**src/rtl/i2c_reg_sequencer.sv**
```systemverilog
// Register read/write sequencer that drives an AXI-stream style I2C master (cmd/tx/rx channels).
// Define I2C_REG_SEQUENCER_RETRY_EN to retry NACKed accesses up to RETRY_MAX extra times.
module i2c_reg_sequencer #(
  parameter int unsigned RETRY_MAX = 3
) (
  input  logic       clk,
  input  logic       rst_n,
  input  logic       req_valid,
  output logic       req_ready,
  input  logic       req_read,
  input  logic [6:0] req_dev_addr,
  input  logic [7:0] req_reg_addr,
  input  logic [7:0] req_wdata,
  output logic       rsp_valid,
  output logic [7:0] rsp_rdata,
  output logic       rsp_error,
  output logic [6:0] cmd_address,
  output logic       cmd_start,
  output logic       cmd_read,
  output logic       cmd_write,
  output logic       cmd_stop,
  output logic       cmd_valid,
  input  logic       cmd_ready,
  output logic [7:0] tx_tdata,
  output logic       tx_tvalid,
  input  logic       tx_tready,
  input  logic [7:0] rx_tdata,
  input  logic       rx_tvalid,
  output logic       rx_tready,
  input  logic       missed_ack
);

  localparam logic [3:0] StIdle    = 4'd0;
  localparam logic [3:0] StRegCmd  = 4'd1;
  localparam logic [3:0] StRegData = 4'd2;
  localparam logic [3:0] StWrCmd   = 4'd3;
  localparam logic [3:0] StWrData  = 4'd4;
  localparam logic [3:0] StRdCmd   = 4'd5;
  localparam logic [3:0] StRdData  = 4'd6;
  localparam logic [3:0] StAbort   = 4'd7;
  localparam logic [3:0] StResp    = 4'd8;

`ifdef I2C_REG_SEQUENCER_RETRY_EN
  localparam bit RetryEn = 1'b1;
`else
  localparam bit RetryEn = 1'b0;
`endif
  localparam logic [2:0] RetryMax = 3'(RETRY_MAX);

  logic [3:0] state_q, state_d;
  logic [2:0] attempt_q, attempt_d;
  logic [6:0] dev_q, dev_d;
  logic [7:0] reg_q, reg_d;
  logic [7:0] wdata_q, wdata_d;
  logic       read_q, read_d;
  logic [7:0] rdata_q, rdata_d;
  logic       err_q, err_d;
  logic       in_xfer;

  assign in_xfer = (state_q >= StRegCmd) && (state_q <= StRdData);

  always_comb begin
    state_d   = state_q;
    attempt_d = attempt_q;
    dev_d     = dev_q;
    reg_d     = reg_q;
    wdata_d   = wdata_q;
    read_d    = read_q;
    rdata_d   = rdata_q;
    err_d     = err_q;
    case (state_q)
      StIdle: begin
        if (req_valid) begin
          dev_d     = req_dev_addr;
          reg_d     = req_reg_addr;
          wdata_d   = req_wdata;
          read_d    = req_read;
          attempt_d = 3'd0;
          state_d   = StRegCmd;
        end
      end
      StRegCmd:  if (cmd_ready) state_d = StRegData;
      StRegData: if (tx_tready) state_d = read_q ? StRdCmd : StWrCmd;
      StWrCmd:   if (cmd_ready) state_d = StWrData;
      StWrData: begin
        if (tx_tready) begin
          err_d   = 1'b0;
          state_d = StResp;
        end
      end
      StRdCmd:   if (cmd_ready) state_d = StRdData;
      StRdData: begin
        if (rx_tvalid) begin
          rdata_d = rx_tdata;
          err_d   = 1'b0;
          state_d = StResp;
        end
      end
      StAbort: begin
        if (cmd_ready) begin
          attempt_d = (attempt_q == 3'd7) ? attempt_q : attempt_q + 3'd1;
          if (RetryEn && (attempt_q < RetryMax)) begin
            state_d = StRegCmd;
          end else begin
            err_d   = 1'b1;
            state_d = StResp;
          end
        end
      end
      StResp:  state_d = StIdle;
      default: state_d = StIdle;
    endcase
    // A NACK outranks any handshake completing in the same cycle.
    if (in_xfer && missed_ack) begin
      state_d = StAbort;
      rdata_d = rdata_q;
      err_d   = err_q;
    end
  end

  always_ff @(posedge clk or negedge rst_n) begin
    if (!rst_n) begin
      state_q   <= StIdle;
      attempt_q <= 3'd0;
      dev_q     <= 7'd0;
      reg_q     <= 8'd0;
      wdata_q   <= 8'd0;
      read_q    <= 1'b0;
      rdata_q   <= 8'd0;
      err_q     <= 1'b0;
    end else begin
      state_q   <= state_d;
      attempt_q <= attempt_d;
      dev_q     <= dev_d;
      reg_q     <= reg_d;
      wdata_q   <= wdata_d;
      read_q    <= read_d;
      rdata_q   <= rdata_d;
      err_q     <= err_d;
    end
  end

  always_comb begin
    req_ready   = (state_q == StIdle);
    rsp_valid   = (state_q == StResp);
    rsp_error   = (state_q == StResp) && err_q;
    rsp_rdata   = rdata_q;
    cmd_address = 7'd0;
    cmd_start   = 1'b0;
    cmd_read    = 1'b0;
    cmd_write   = 1'b0;
    cmd_stop    = 1'b0;
    cmd_valid   = 1'b0;
    tx_tdata    = 8'd0;
    tx_tvalid   = 1'b0;
    rx_tready   = 1'b0;
    case (state_q)
      StRegCmd: begin
        cmd_valid   = 1'b1;
        cmd_address = dev_q;
        cmd_start   = 1'b1;
        cmd_write   = 1'b1;
      end
      StRegData: begin
        tx_tvalid = 1'b1;
        tx_tdata  = reg_q;
      end
      StWrCmd: begin
        cmd_valid   = 1'b1;
        cmd_address = dev_q;
        cmd_write   = 1'b1;
        cmd_stop    = 1'b1;
      end
      StWrData: begin
        tx_tvalid = 1'b1;
        tx_tdata  = wdata_q;
      end
      StRdCmd: begin
        cmd_valid   = 1'b1;
        cmd_address = dev_q;
        cmd_start   = 1'b1;
        cmd_read    = 1'b1;
        cmd_stop    = 1'b1;
      end
      StRdData: rx_tready = 1'b1;
      StAbort: begin
        cmd_valid   = 1'b1;
        cmd_address = dev_q;
        cmd_stop    = 1'b1;
      end
      default: ;
    endcase
  end

endmodule
```
**config.mk**
```make
export PLATFORM = sky130hd
export DESIGN_NAME = i2c_reg_sequencer
export DESIGN_NICKNAME = d
export VERILOG_FILES = /design/src/rtl/i2c_reg_sequencer.sv
export SDC_FILE = /design/constraint.sdc
export NUM_CORES = 1
export LEC_CHECK = 0
export CAP_MARGIN = 20
export CORE_MARGIN = 2
export CORE_UTILIZATION = 43
export CTS_CLUSTER_DIAMETER = 150
export DETAILED_ROUTE_END_ITERATION = 10
export PLACE_DENSITY = 0.88
export SKIP_LAST_GASP = 1
export SYNTH_ARGS = -nofsm -noshare
export SYNTH_HDL_FRONTEND = slang
export SYNTH_SLANG_ARGS = --single-unit
```
**constraint.sdc**
```tcl
create_clock -name clk -period 2.2 [get_ports clk]
set_input_delay 0.66 -clock clk [delete_from_list [all_inputs] [get_ports clk]]
set_output_delay 0.66 -clock clk [all_outputs]
set_load 0.005 [all_outputs]
```
==> results.md <==
* HPWL Detailed at between 3 and 4 mm
* Post-synth EDFFs at 0
* Adder-Cell Fraction of Synth Area at 0
* Total power at 0.00391 W
* Crit-path max FO at 6
* FFs w/ async S/R, synth at 1.00
* Kind of critical path: reg2out
* # setup viols final at 0
* Largest stage delay, worst path at 0.47 ns
* Final hold violation count at 0
* Die ar. at about 0.0048 sq mm
* Least-Margin Pin Slew at between 0.4 and 0.5 ns
* Fin worst setup slack at between 0.0005 and 0.0006 ns
* Clk pwr share at 0.117
* ANT nets after route at 0
* Register bit count reported by yosys at 37
* Reg2reg start: state_q[0]$_DFFE_PN0P_
* Num rows at 23
* Via Count at around 1,600
* Die Wd at approximately 69 um
* Reg-to-Reg End: rsp_rdata[5]$_DFFE_PN0P_
* Post-Syn Area at 0.00182 sq mm
* Period minus WS final at between 2 and 2.5 ns
* Met2 GRT Util at 0.335
* Outcome: finished, final reports clean
* Die extent in y at between 60 and 70 um
* Leakage at around 1.4 nW
* Internal power at 0.00259 W
* Clk Latency, worst-skew pair at just under 0.3 ns
* Worst Setup Start Kind: flop
* Drt first pass iters at 4
* Sequential fraction of the synthesis area at 0.509
* Most frequent CP cell: buf_6
* Vias/cell at ~5.1
* Clock Skew at between 0.007 and 0.008 ns
* WL final at 4.54 mm
* Largest family of logic cells by synthesized area: multiplexers
* Max_cap viols at 0
* Gr busiest metal: met2
* Vias in the first global route at between 1,500 and 2,000
* Relative slew slack at 0.689
* Area growth, synth to finish at 61.6%
* Post-Place Cells at between 200 and 300
* GRT overflow at 0
* Clk sinks at 37
* Syn nets at 196
* Pin count of the biggest net entering global routing at 38
* CTS tree: done
* Seq pwr share at 0.315
* ANT cells at 0
* Total track usage at 0.190
* Max Transition Viols Final at 0
* Synth Area in XOR/XNOR at 0
* Remaining DRCs at 0
* Power Density at approximately 1300 mW/mm^2
* Post-Layout Cell Count at just over 300
* First-pass GRT wire length at 7.33 mm
* Avg WL per Cell at between 10 and 15 um
* Initial DRC Count at between 40 and 50
* Commonest non-fill, non-tap cell in the layout: clkdlybuf4s50_1
* Gate power share at 0.568
* CTS max path bufs at 2
* Clock root cell: clkbuf_8
* F_max at 0.455 GHz
* Switching Share at 0.337
* Synth Area in Compound Gates at 0.0935
* Cells after Synth at 157
* IO Count at 72
* Met3 Resource Use GR at 0.0526
* Met1 Usage GRT at 0.216
* Synth Flop Type: dfrtp_1
* Synth warnings at 0
* Worst min-delay path class: in2async
* Synth Area in Simple Gates at 0.155
* # nets final at a little under 300
* Final Cycle Share at 1.00
* TritonCTS Buffers at 5
* H-tree Lvls at 2
* Psw at 0.00132 W
* Antenna violations before repair at 0
* I/O Buffers at 71
* Yosys cell types at 34
* Routability Congestion at ~0.84
* Arrival @ worst endpoint at ~1.5 ns
* Worst VDD drop at 0.697 mV
* Worst path cell trace: buf_6, nor2b_4, buf_6, a22oi_2, nor2_1, clkdlybuf4s15_1
* Final hold slack at about 0.4 ns
* Multiplexer area fraction after synthesis at 0.212
* Mean Syn Cell Area at around 12 sq um
* R2R cell count at 8
* Pre-CTS setup slack at -0.0165 ns
* Initial Util at 0.452
* RSZ-0062 raised after global routing: true
* CP endpoint kind: output pin
* # hold bufs at CTS at 0
* Most frequent cells in the layout: clkdlybuf4s50_1, dfrtp_1, mux2_2
* CP max stage cell: dfrtp_2
* Layout cells sized above 1 at 0.390
* Clk slew on worst S/H paths at about 0.080 ns
* Core Region at just over 0.004 sq mm
* R2R setup slack at between 0.2 and 0.25 ns
* Critical path required time at 1.54 ns
## metal layers
metal,routed length [um],part of all wire
met1,1870,0.41
met2,2330,0.51
met3,260,0.057
met4,80,0.018
met5,0,0
## kinds of logic after synthesis
kind of cell / count (synthesis)
AO/OA/AOI/OAI: 23
buffers and inverters: 11
flip-flops: 37
multiplexers: 34
AND/OR/NAND/NOR: 52
## synth_stat cells (2+ instances only)
library cell	number	share of area
and3_1	2	0.0069
nor2_1	18	0.037
o21ai_0	2	0.0055
dfrtp_1	37	0.51
clkbuf_1	4	0.0082
nor2b_1	3	0.010
a31oi_1	2	0.0069
nor3_1	2	0.0055
a21oi_1	3	0.0082
nand2b_1	5	0.017
buf_2	5	0.014
a22oi_1	8	0.033
nand3b_1	3	0.012
nand2_1	3	0.0062
and2_1	8	0.027
o221ai_1	2	0.0096
mux2_2	33	0.20
## power by group through the flow
stage	Clock [W]	Combinational [W]	Sequential (W)
after floorplan	0	0.00102	0.00117
after global placement	0	0.00192	0.00119
after detailed placement	0	0.00196	0.00121
after CTS	0.000469	0.00215	0.00121
after global routing	0.000500	0.00240	0.00126
final	0.000459	0.00222	0.00123
## cell type report
cell class | instances | area (sq um)
well taps | 50 | 62.6
repair buffers | 103 | 943
inverters | 1 | 6.26
repair inverters | 1 | 7.51
flip-flops and latches | 37 | 928
multi-input cells | 109 | 911
clock inverters | 1 | 7.51
fillers | 299 | 1090
clock buffers | 7 | 76.3
## registers in the layout, summed over array words and instances (netlist names)
name       cells
reg_q          8
rsp_rdata      8
wdata_q        8
dev_q          7
state_q        4
err_q          1
read_q         1
## worst max-delay path by stage
stage | slack, ns | cells after the start | startpoint | endpoint
after detailed placement | -0.02 | 5 | tx_tready | state_q[1]$_DFFE_PN0P_
after floorplan | 0.27 | 4 | state_q[3]$_DFFE_PN0P_ | tx_tvalid
after global placement | -0.003 | 5 | tx_tready | state_q[1]$_DFFE_PN0P_
final | 0.0006 | 6 | state_q[2]$_DFFE_PN0P_ | tx_tdata[0]
after global routing | -0.06 | 6 | state_q[2]$_DFFE_PN0P_ | tx_tdata[0]
after CTS | -0.14 | 3 | state_q[3]$_DFFE_PN0P_ | req_ready
## repair_timing
item	CTS	global route
setup buffers	10	6
gates resized for setup	42	23
gates cloned	1	0
pin swaps	3	3
endpoints found under the setup margin	25	16
## critical path: cells and delay by family, from the launching register on
kind | cells | cell delay [ns]
buffers and inverters | 3 | 0.50
flip-flops | 1 | 0.47
AND/OR/NAND/NOR | 2 | 0.23
AO/OA/AOI/OAI | 1 | 0.05
## stage by stage
step,util,instance area (sq um),TNS (ns)
2_1_floorplan,-,1820,0
3_3_place_gp,0.666,2690,-0.00376
3_5_place_dp,0.666,2690,-0.0314
4_1_cts,0.721,2900,-1.01
5_1_grt,0.730,2940,-0.102
6_report,0.730,2940,0
Note: power is estimated with default switching activity, not from simulation.
